===== src/rtl/recurrence_seq_gen_pkg.sv =====
// Shared types and preset table for the third-order recurrence generator.
// Taps are packed {t3,t2,t1}: bit 0 weights a(n+2), bit 2 weights a(n).
package recurrence_seq_pkg;

    typedef enum logic [2:0] {
        MODE_CUSTOM     = 3'd0,
        MODE_PADOVAN    = 3'd1,
        MODE_PERRIN     = 3'd2,
        MODE_FIBONACCI  = 3'd3,
        MODE_TRIBONACCI = 3'd4,
        MODE_NARAYANA   = 3'd5
    } mode_e;

    typedef enum logic [1:0] {
        IDLE = 2'd0,
        RUN  = 2'd1,
        DONE = 2'd2
    } state_e;

    typedef struct packed {
        logic [2:0] taps;
        logic [1:0] s2;
        logic [1:0] s1;
        logic [1:0] s0;
    } preset_t;

    function automatic logic mode_legal(input logic [2:0] m);
        return (m <= 3'd5);
    endfunction

    function automatic preset_t preset_lookup(input logic [2:0] m);
        preset_t p;
        p = '0;
        case (m)
            MODE_PADOVAN:    p = '{taps: 3'b110, s2: 2'd1, s1: 2'd1, s0: 2'd1};
            MODE_PERRIN:     p = '{taps: 3'b110, s2: 2'd2, s1: 2'd0, s0: 2'd3};
            MODE_FIBONACCI:  p = '{taps: 3'b011, s2: 2'd1, s1: 2'd1, s0: 2'd0};
            MODE_TRIBONACCI: p = '{taps: 3'b111, s2: 2'd1, s1: 2'd0, s0: 2'd0};
            MODE_NARAYANA:   p = '{taps: 3'b101, s2: 2'd1, s1: 2'd1, s0: 2'd1};
            default:         p = '0;
        endcase
        return p;
    endfunction

endpackage


===== src/rtl/recurrence_seq_gen_if.sv =====
// Output term stream: valid/ready with the term value and its index.
interface recurrence_seq_gen_if #(
    parameter int WIDTH = 16,
    parameter int CNT_W = 16
) ();
    logic             out_valid;
    logic             out_ready;
    logic [WIDTH-1:0] term;
    logic [CNT_W-1:0] index;

    modport master (output out_valid, output term, output index, input out_ready);
    modport slave  (input out_valid, input term, input index, output out_ready);
endinterface


===== src/rtl/recurrence_seq_gen_tap_adder.sv =====
// Tap-masked sum of the three window entries with two guard bits for overflow.
module seq_tap_adder #(
    parameter int WIDTH = 16
) (
    input  logic [WIDTH-1:0] a0,
    input  logic [WIDTH-1:0] a1,
    input  logic [WIDTH-1:0] a2,
    input  logic [2:0]       taps,
    output logic [WIDTH+1:0] sum,
    output logic             ovf
);
    logic [WIDTH+1:0] p0, p1, p2;

    always_comb begin
        p0  = taps[2] ? {2'b00, a0} : '0;
        p1  = taps[1] ? {2'b00, a1} : '0;
        p2  = taps[0] ? {2'b00, a2} : '0;
        sum = p0 + p1 + p2;
        ovf = |sum[WIDTH+1:WIDTH];
    end
endmodule


===== src/rtl/recurrence_seq_gen.sv =====
// Third-order linear-recurrence term generator on a valid/ready stream,
// with preset/custom taps, optional term limit and clean stop on overflow.
module recurrence_seq_gen
    import recurrence_seq_pkg::*;
#(
    parameter int WIDTH = 16,
    parameter int CNT_W = 16
) (
    input  logic                 clk,
    input  logic                 rst,
    input  logic                 start,
    input  logic [2:0]           mode,
    input  logic [2:0]           taps,
    input  logic [WIDTH-1:0]     seed0,
    input  logic [WIDTH-1:0]     seed1,
    input  logic [WIDTH-1:0]     seed2,
    input  logic [CNT_W-1:0]     len,
    output logic                 busy,
    output logic                 done,
    output logic                 ovf,
    output logic                 err,
    recurrence_seq_gen_if.master strm
);
    state_e           state_q;
    logic [WIDTH-1:0] w0_q, w1_q, w2_q;
    logic [1:0]       avail_q;
    logic [CNT_W-1:0] index_q, len_q;
    logic [2:0]       taps_q;
    logic             valid_q, busy_q, done_q, ovf_q, err_q;

    logic [WIDTH+1:0] sum;
    logic             add_ovf;
    logic             nxt_fits;
    logic             hs, stop_len, stop_ovf, stop_wrap, stop_any;
    preset_t          ps;
    logic [WIDTH-1:0] s0_d, s1_d, s2_d;
    logic [2:0]       taps_d;

    seq_tap_adder #(.WIDTH(WIDTH)) u_add (
        .a0   (w0_q),
        .a1   (w1_q),
        .a2   (w2_q),
        .taps (taps_q),
        .sum  (sum),
        .ovf  (add_ovf)
    );

    always_comb begin
        ps       = preset_lookup(mode);
        nxt_fits = !add_ovf && (sum[WIDTH+1:WIDTH] == 2'b00);
        hs       = valid_q && strm.out_ready;
        stop_len  = (len_q != '0) && (index_q == len_q - CNT_W'(1));
        stop_wrap = (len_q == '0) && (&index_q);
        // avail==1 can only happen once an overflowed term has been dropped
        stop_ovf  = (avail_q == 2'd1);
        stop_any  = stop_len || stop_wrap || stop_ovf;
        if (mode == MODE_CUSTOM) begin
            s0_d   = seed0;
            s1_d   = seed1;
            s2_d   = seed2;
            taps_d = taps;
        end else begin
            s0_d   = {{(WIDTH-2){1'b0}}, ps.s0};
            s1_d   = {{(WIDTH-2){1'b0}}, ps.s1};
            s2_d   = {{(WIDTH-2){1'b0}}, ps.s2};
            taps_d = ps.taps;
        end
    end

    always_ff @(posedge clk or negedge rst) begin
        if (!rst) begin
            state_q <= IDLE;
            w0_q    <= '0;
            w1_q    <= '0;
            w2_q    <= '0;
            avail_q <= '0;
            index_q <= '0;
            len_q   <= '0;
            taps_q  <= '0;
            valid_q <= 1'b0;
            busy_q  <= 1'b0;
            done_q  <= 1'b0;
            ovf_q   <= 1'b0;
            err_q   <= 1'b0;
        end else begin
            err_q <= 1'b0;
            case (state_q)
                IDLE, DONE: begin
                    if (start) begin
                        if (mode_legal(mode)) begin
                            state_q <= RUN;
                            w0_q    <= s0_d;
                            w1_q    <= s1_d;
                            w2_q    <= s2_d;
                            taps_q  <= taps_d;
                            len_q   <= len;
                            avail_q <= 2'd3;
                            index_q <= '0;
                            valid_q <= 1'b1;
                            busy_q  <= 1'b1;
                            done_q  <= 1'b0;
                            ovf_q   <= 1'b0;
                        end else begin
                            err_q <= 1'b1;
                        end
                    end
                end
                RUN: begin
                    if (hs) begin
                        if (stop_any) begin
                            // a satisfied length limit outranks a pending overflow
                            state_q <= DONE;
                            valid_q <= 1'b0;
                            busy_q  <= 1'b0;
                            done_q  <= 1'b1;
                            ovf_q   <= stop_ovf && !stop_len && !stop_wrap;
                        end else begin
                            w0_q    <= w1_q;
                            w1_q    <= w2_q;
                            index_q <= index_q + CNT_W'(1);
                            if (avail_q == 2'd3 && nxt_fits) begin
                                w2_q <= sum[WIDTH-1:0];
                            end else begin
                                avail_q <= avail_q - 2'd1;
                            end
                        end
                    end
                end
                default: state_q <= IDLE;
            endcase
        end
    end

    assign strm.out_valid = valid_q;
    assign strm.term      = w0_q;
    assign strm.index     = index_q;
    assign busy           = busy_q;
    assign done           = done_q;
    assign ovf            = ovf_q;
    assign err            = err_q;

endmodule

===== src/flat_wrapper.sv =====
// flat-port wrapper written by rule: the top's interface ports become plain ports
module recurrence_seq_gen_flat import recurrence_seq_pkg::*;
#(
    parameter int WIDTH = 16,
    parameter int CNT_W = 16
)
  (clk, rst, start, mode, taps, seed0, seed1, seed2, len, busy, done, ovf, err, strm_out_valid, strm_term, strm_index, strm_out_ready);
  recurrence_seq_gen_if #(.WIDTH(WIDTH), .CNT_W(CNT_W)) strm_i ();
  input  logic clk;
  input  logic rst;
  input  logic start;
  input  logic [2:0] mode;
  input  logic [2:0] taps;
  input  logic [WIDTH-1:0] seed0;
  input  logic [WIDTH-1:0] seed1;
  input  logic [WIDTH-1:0] seed2;
  input  logic [CNT_W-1:0] len;
  output logic busy;
  output logic done;
  output logic ovf;
  output logic err;
  output wire logic [$bits(strm_i.out_valid)-1:0] strm_out_valid;
  output wire logic [$bits(strm_i.term)-1:0] strm_term;
  output wire logic [$bits(strm_i.index)-1:0] strm_index;
  input wire logic [$bits(strm_i.out_ready)-1:0] strm_out_ready;
  assign strm_out_valid = strm_i.out_valid;
  assign strm_term = strm_i.term;
  assign strm_index = strm_i.index;
  assign strm_i.out_ready = strm_out_ready;
  recurrence_seq_gen #(.WIDTH(WIDTH), .CNT_W(CNT_W)) u_core (.clk(clk), .rst(rst), .start(start), .mode(mode), .taps(taps), .seed0(seed0), .seed1(seed1), .seed2(seed2), .len(len), .busy(busy), .done(done), .ovf(ovf), .err(err), .strm(strm_i));
endmodule

===== config.mk =====
export PLATFORM = sky130hd
export DESIGN_NAME = recurrence_seq_gen_flat
export DESIGN_NICKNAME = d
export VERILOG_FILES = /design/src/rtl/recurrence_seq_gen_pkg.sv /design/src/rtl/recurrence_seq_gen_if.sv /design/src/rtl/recurrence_seq_gen_tap_adder.sv /design/src/rtl/recurrence_seq_gen.sv /design/src/flat_wrapper.sv
export SDC_FILE = /design/constraint.sdc
export NUM_CORES = 1
export LEC_CHECK = 0
export ABC_AREA = 1
export CORE_UTILIZATION = 55
export DETAILED_ROUTE_END_ITERATION = 8
export PLACE_DENSITY = 0.82
export SLEW_MARGIN = 20
export SYNTH_ARGS = -nofsm -noshare
export SYNTH_HDL_FRONTEND = slang
export SYNTH_SLANG_ARGS = --single-unit

===== constraint.sdc =====
create_clock -name clk -period 3.8 [get_ports clk]
set_clock_uncertainty 0.1 [all_clocks]
set_input_delay 0.57 -clock clk [delete_from_list [all_inputs] [get_ports clk]]
set_output_delay 0.57 -clock clk [all_outputs]
set_load 0.005 [all_outputs]

==> impl_metrics.json, run 1 <==
{
  "status": "completed",
  "start_kind": "flip-flop",
  "cts_tree": "done",
  "relSlewSlack_pct": 48.3,
  "power_density_mw_per_mm2": 251,
  "yosysMostFrequentCell": "nand2_1",
  "timing.fmax_ghz": 0.284,
  "h-tree-depth": 3,
  "avgSynthCellArea_um2": 6.95,
  "clock_sinks": 91,
  "io_buffers": 110,
  "hold_violations": 0,
  "drive_gt1_share_pct": 6.19,
  "multi_input_area_mm2": 0.00388,
  "startpoint": "u_core.taps_q[2]$_DFFE_PN0P_",
  "routedWlPerCell_um": 14.3,
  "required_ns": 3.94,
  "synthFlopType": "dfrtp_1",
  "yosysWarnings": 0,
  "placementRows": 40,
  "regToRegSetupSlack_ns": 0.28,
  "syn-num-nets": 1081,
  "num_vias": 6565,
  "grt_use_total_pct": 28.8,
  "final_max_slew_viol_count": 0,
  "clk_latency_ns": 0.35,
  "tightest_slew_ns": 0.775,
  "syn_area_mm2": 0.00675,
  "via_per_inst": 5.41,
  "start_util_pct": 56.4,
  "synth_largest_area_cell": "dfrtp_1",
  "diodes": 0,
  "p_clk_share_pct": 48.2,
  "timing.final.crit_period_ns": 3.52,
  "peakVddDrop_mv": 0.170,
  "leakagePower_nw": 4.20,
  "critPathCapture": "u_core.w2_q[7]$_DFFE_PN0P_",
  "grt_pass1_wl_um": 29400,
  "hold_path.class": "in -> async",
  "postSynthCellCount": 971,
  "seq_area_mm2": 0.00228,
  "seqPwrFrac_pct": 46.4,
  "grt_overflow_total": 0,
  "grt_max_degree": 79,
  "die_y_um": 113,
  "p_sw_mw": 0.450,
  "antenna_found_initial": 0,
  "setup_violations": 0,
  "async_flop_share_pct": 100,
  "worstPathArrival_ns": 3.66,
  "endpoint_kind": "flip-flop",
  "setup_ws_ns": 0.285,
  "synth_common_cells": "323 x nand2_1, 103 x inv_1, 93 x nand3_1",
  "cts_buffers": 9,
  "fin_crit_sh_pct": 92.5,
  "postRouteAntennaNets": 0,
  "num-nets-final": 1172,
  "root_buffer": "clkbuf_16",
  "design_area_mm2": 0.00831,
  "dp_hpwl_um": 12300,
  "wl_um": 17400,
  "dieArea_mm2": 0.0127,
  "crit_fanout": 14,
  "nFillCells": 955,
  "maxCapViolations": 0,
  "power_frac_comb_pct": 5.5,
  "r2r-start": "u_core.taps_q[2]$_DFFE_PN0P_",
  "clk_pin_slew_ns": 0.07,
  "pin_count": 111,
  "synth_edf_count": 0,
  "synthTopCellsByArea": "dfrtp_1 34%, nand2_1 18%, nand3_1 6.9%",
  "critical_path_class": "reg -> reg",
  "drc": 0,
  "drtPass1Iterations": 5,
  "gp_congestion": 0.913,
  "ctsHoldBuffers": 0,
  "dp_slack_ns": 0.0413,
  "yosys.area.top_type_share_pct": 33.8,
  "first_iter_violations": 521,
  "ff2ff_path_depth": 18,
  "p_sw_share_pct": 21.6,
  "placed_area_mm2": 0.00794,
  "r2r_end": "u_core.w2_q[7]$_DFFE_PN0P_",
  "coreArea_mm2": 0.0120,
  "synth_seq_area_share_pct": 33.8,
  "die_x_um": 113,
  "clockBufferDepth": 2,
  "synth_seq_cells": 91,
  "p_int_mw": 1.64,
  "grt_pass1_vias": 6073,
  "area.growth.synth_to_final_pct": 23.2,
  "yosysUniqueCellTypes": 45
}
==> power groups by stage <==
stage               combinational (mW)  clock [mW]  sequential (mW)
finish                           0.114        1.01            0.968
global route                     0.125        1.05            0.967
CTS                              0.116        1.01            0.968
detailed placement               0.115           0            0.987
global placement                 0.114           0            0.987
floorplan                       0.0121           0            0.987
==> critical path, cell delays in order (launching register included) <==
cell	delay (ns)
dfrtp_1	0.41
buf_6	0.18
nand2_1	0.10
fa_1	0.53
inv_1	0.06
fa_1	0.44
nand2_1	0.10
nand2_1	0.05
nand2_1	0.05
nand2_1	0.08
a21oi_2	0.20
o21ai_1	0.14
a21oi_1	0.17
nand4_1	0.17
inv_1	0.14
nand3_4	0.16
buf_12	0.18
nand3_1	0.06
nand2_1	0.07
==> worst min-delay path by stage <==
stage / start / to / slack, ns
finish: rst / u_core.err$_DFF_PN0_ / 0.18
floorplan: rst / u_core.avail_q[0]$_DFFE_PN0P_ / 0.17
global route: rst / u_core.state_q[0]$_DFFE_PN0P_ / 0.26
CTS: rst / u_core.strm.term[5]$_DFFE_PN0P_ / 0.22
global placement: u_core.done$_DFFE_PN0P_ / u_core.done$_DFFE_PN0P_ / 0.37
detailed placement: u_core.done$_DFFE_PN0P_ / u_core.done$_DFFE_PN0P_ / 0.37
==> cells in the final DEF (no fill, tap or decap), drive strengths merged, types with 17 or more instances in the layout <==
master,n
ha,19
nor2,66
o21ai,103
clkdlybuf4s50,109
nand2,327
fa,17
dfrtp,91
nand3,97
inv,113
xor2,25
==> through the flow <==
step / hold WS [ns] / cells / power (mW) / utilization [%] / setup TNS (ns)
after floorplan: 0.174 / 971 / 0.999 / - / 0
after global placement: 0.365 / 1196 / 1.10 / 66.3 / 0
after detailed placement: 0.372 / 1196 / 1.10 / 66.3 / 0
after CTS: 0.221 / 1212 / 2.09 / 69.1 / 0
after global routing: 0.255 / 1214 / 2.14 / 69.5 / -0.0568
final: 0.184 / 1214 / 2.09 / 69.5 / 0
==> layer usage <==
layer	share of wire, %	wire [um]	global-route usage (%)	vias to the layer above
met4	1.1	194	7.11	0
met1	47	8190	42.2	3066
met5	0	0	0	-
met3	6.5	1140	4.28	17
li1	-	-	-	3274
met2	45	7840	45.1	208
==> flip-flops by register name, indices dropped and copies added, names as in the netlist <==
signal and flops:
u_core.done 1, u_core.err 1, u_core.w2_q 16, u_core.w1_q 16
u_core.len_q 16, u_core.avail_q 2, u_core.strm.out_valid 1, u_core.state_q 2
u_core.strm.term 16, u_core.taps_q 3, u_core.strm.index 16, u_core.ovf 1
==> final cells by class <==
type / count / share of cell area (%)
Clock buffer: 11 / 2.92
Sequential cell: 91 / 27.4
Tap cell: 147 / 2.21
Clock inverter: 5 / 1.02
Timing Repair Buffer: 123 / 14.7
Inverter: 112 / 5.09
Multi-Input combinational cell: 725 / 46.6
==> kinds of logic after synthesis <==
kind of cell             after synthesis  synth area share (%)
AND/OR/NAND/NOR                      525                  34.0
XOR/XNOR                              31                  4.03
AO/OA/AOI/OAI                        133                  10.5
flip-flops                            91                  33.8
buffers and inverters                155                  9.18
adder cells (fa/ha/maj)               36                  8.57
==> what timing repair did <==
action	4_1_cts	5_1_grt
setup buffers	0	2
resized for setup	0	4
endpoints found under the setup margin	0	16
Power figures use the tool's default switching activity.
==> run 2, diff against run 1 <==
--- a/config.mk
+++ b/config.mk
@@ -8,6 +8,7 @@
 export ABC_AREA = 1
 export CORE_UTILIZATION = 55
 export DETAILED_ROUTE_END_ITERATION = 8
+export MAX_ROUTING_LAYER = met4
 export PLACE_DENSITY = 0.82
 export SLEW_MARGIN = 20
 export SYNTH_ARGS = -nofsm -noshare
==> impl_metrics.json, run 2 (same netlist as run 1, synthesis figures left out) <==
{
  "status": "completed",
  "wl_um": 17200,
  "dp_cells": 1196,
  "fin_util_pct": 69.2,
  "crit_chain": "buf_4 -> nand2_1 -> fa_1 -> inv_1 -> fa_1 -> nand2_1 -> nand2_1 -> nand2_1 -> nand2_1 -> a21oi_2 -> o21ai_1 -> a21oi_1 -> nand4_1 -> inv_1 -> nand3_4 -> buf_12 -> nand3_1 -> nand2_1",
  "area.growth.synth_to_final_pct": 22.7,
  "design_area_mm2": 0.00828,
  "p_clk_share_pct": 46.7,
  "relSlewSlack_pct": 50.5,
  "p_sw_share_pct": 23.1,
  "dp_hpwl_um": 12400,
  "dieArea_mm2": 0.0127,
  "routedWlPerCell_um": 14.2,
  "grt_use_total_pct": 29.7,
  "h-tree-depth": 3,
  "hold_ws_ns": 0.0899,
  "clk_pin_slew_ns": 0.07,
  "required_ns": 3.95,
  "diodes": 0,
  "root_buffer": "clkbuf_16",
  "p_sw_mw": 0.470,
  "io_buffers": 110,
  "clk_latency_ns": 0.36,
  "finalSetupTns_ns": 0,
  "clock_sinks": 91,
  "cts_buffers": 9,
  "grt_max_degree": 79,
  "drc": 0,
  "crit_fanout": 15,
  "ctsHoldBuffers": 0,
  "pin_count": 111,
  "p_total_mw": 2.03,
  "p_int_mw": 1.56,
  "timing.final.crit_period_ns": 3.48,
  "placed_area_mm2": 0.00794,
  "topRoutingLayerUsed": "met4",
  "seq_area_mm2": 0.00228,
  "multi_input_area_mm2": 0.00388,
  "drtPass1Iterations": 5,
  "hold_violations": 0,
  "worstPathArrival_ns": 3.63,
  "leakagePower_nw": 4.19,
  "slowest_stage": "fa_1",
  "critPathMostFrequentCell": "nand2_1",
  "setup_ws_ns": 0.320,
  "maxCapViolations": 0,
  "seqPwrFrac_pct": 47.7,
  "drive_gt1_share_pct": 6.19,
  "cts_tree": "done",
  "setup_violations": 0,
  "grt_pass1_vias": 6027,
  "final_common_cell": "nand2_1",
  "final_max_slew_viol_count": 0,
  "placementRows": 40,
  "grt_overflow_total": 0,
  "grt_pass1_wl_um": 29300,
  "postRouteAntennaNets": 0,
  "antenna_found_initial": 0,
  "routedLengthMet1_um": 8100,
  "endpoint_kind": "flip-flop",
  "grt_setup_unrepaired": "false",
  "route.met3.wl_um": 1210,
  "nFillCells": 983,
  "first_iter_violations": 686,
  "start_util_pct": 56.4,
  "power_frac_comb_pct": 5.6,
  "num-nets-final": 1171,
  "tightest_slew_ns": 0.742,
  "gp_congestion": 0.932,
  "die_y_um": 113,
  "peakVddDrop_mv": 0.371,
  "dp_slack_ns": 0.104,
  "met2_length_um": 7720,
  "mostFrequentLayoutCells": "323 x nand2_1, 109 x clkdlybuf4s50_1, 103 x inv_1",
  "clockBufferDepth": 2,
  "cpPeakStageDelay_ns": 0.48,
  "num_vias": 6569,
  "timing.fmax_ghz": 0.287,
  "final_cell_count_no_fill": 1213,
  "die_x_um": 113,
  "fin_crit_sh_pct": 91.6,
  "critical_path_class": "reg -> reg",
  "crit_family": "adder cells",
  "hold_path.class": "in -> async",
  "via_per_inst": 5.42,
  "power_density_mw_per_mm2": 245,
  "coreArea_mm2": 0.0120,
  "regToRegSetupSlack_ns": 0.32,
  "worst-path-buf-inv": 4,
  "start_kind": "flip-flop"
}
run 2: cell types whose count changed in the layout (fill, tap and decap cells not counted), sizes merged:
cell    before  now
buf         14   13
inv        113  116
bufinv       2    1
clkbuf      11    9
run 2: power by group through the flow:
stage | Clock, mW | Sequential [mW] | Combinational [mW]
floorplan | 0 | 0.987 | 0.0121
CTS | 0.953 | 0.968 | 0.116
global placement | 0 | 0.987 | 0.114
detailed placement | 0 | 0.987 | 0.115
finish | 0.946 | 0.968 | 0.114
global route | 0.999 | 0.967 | 0.125
run 2: final timing paths:
| check | to | cells after the start | from |
|---|---|---|---|
| worst max-delay path | u_core.w2_q[11]$_DFFE_PN0P_ | 18 | u_core.taps_q[0]$_DFFE_PN0P_ |
| worst min-delay path | u_core.err$_DFF_PN0_ | 1 | rst |
| worst max register to register | u_core.w2_q[11]$_DFFE_PN0P_ | 18 | u_core.taps_q[0]$_DFFE_PN0P_ |
| worst min register to register | u_core.done$_DFFE_PN0P_ | 2 | u_core.done$_DFFE_PN0P_ |
| max in group asynchronous | u_core.strm.term[9]$_DFFE_PN0P_ | 2 | rst |
| min in group clk | u_core.done$_DFFE_PN0P_ | 2 | u_core.done$_DFFE_PN0P_ |
run 2: final cells by class:
type	count	share of cell area [%]
multi-input cells	725	46.8
well taps	147	2.22
clock buffers	9	2.72
repair buffers	122	14.7
inverters	112	5.11
flip-flops and latches	91	27.5
clock inverters	7	0.967
run 2: repair_timing:
| item | 4_1_cts | 5_1_grt |
|---|---|---|
| resized for setup | 0 | 3 |
| setup buffers | 0 | 1 |
| endpoints found under the setup margin | 0 | 16 |
run 2: worst register-to-register path, cell delays in order (launching register included):
cell and delay (ns):
dfrtp_1 0.40, buf_4 0.24, nand2_1 0.09, fa_1 0.48, inv_1 0.06, fa_1 0.44, nand2_1 0.09, nand2_1 0.05
nand2_1 0.05, nand2_1 0.09, a21oi_2 0.19, o21ai_1 0.14, a21oi_1 0.17, nand4_1 0.18, inv_1 0.14, nand3_4 0.13
buf_12 0.18, nand3_1 0.08, nand2_1 0.06
run 2: metal layers:
layer  global-route usage [%]  vias to the layer above
met1                     42.3                     3063
met5                        -                        -
met2                     44.5                      227
met3                     5.95                       15
li1                         -                     3264
met4                     5.33                        0
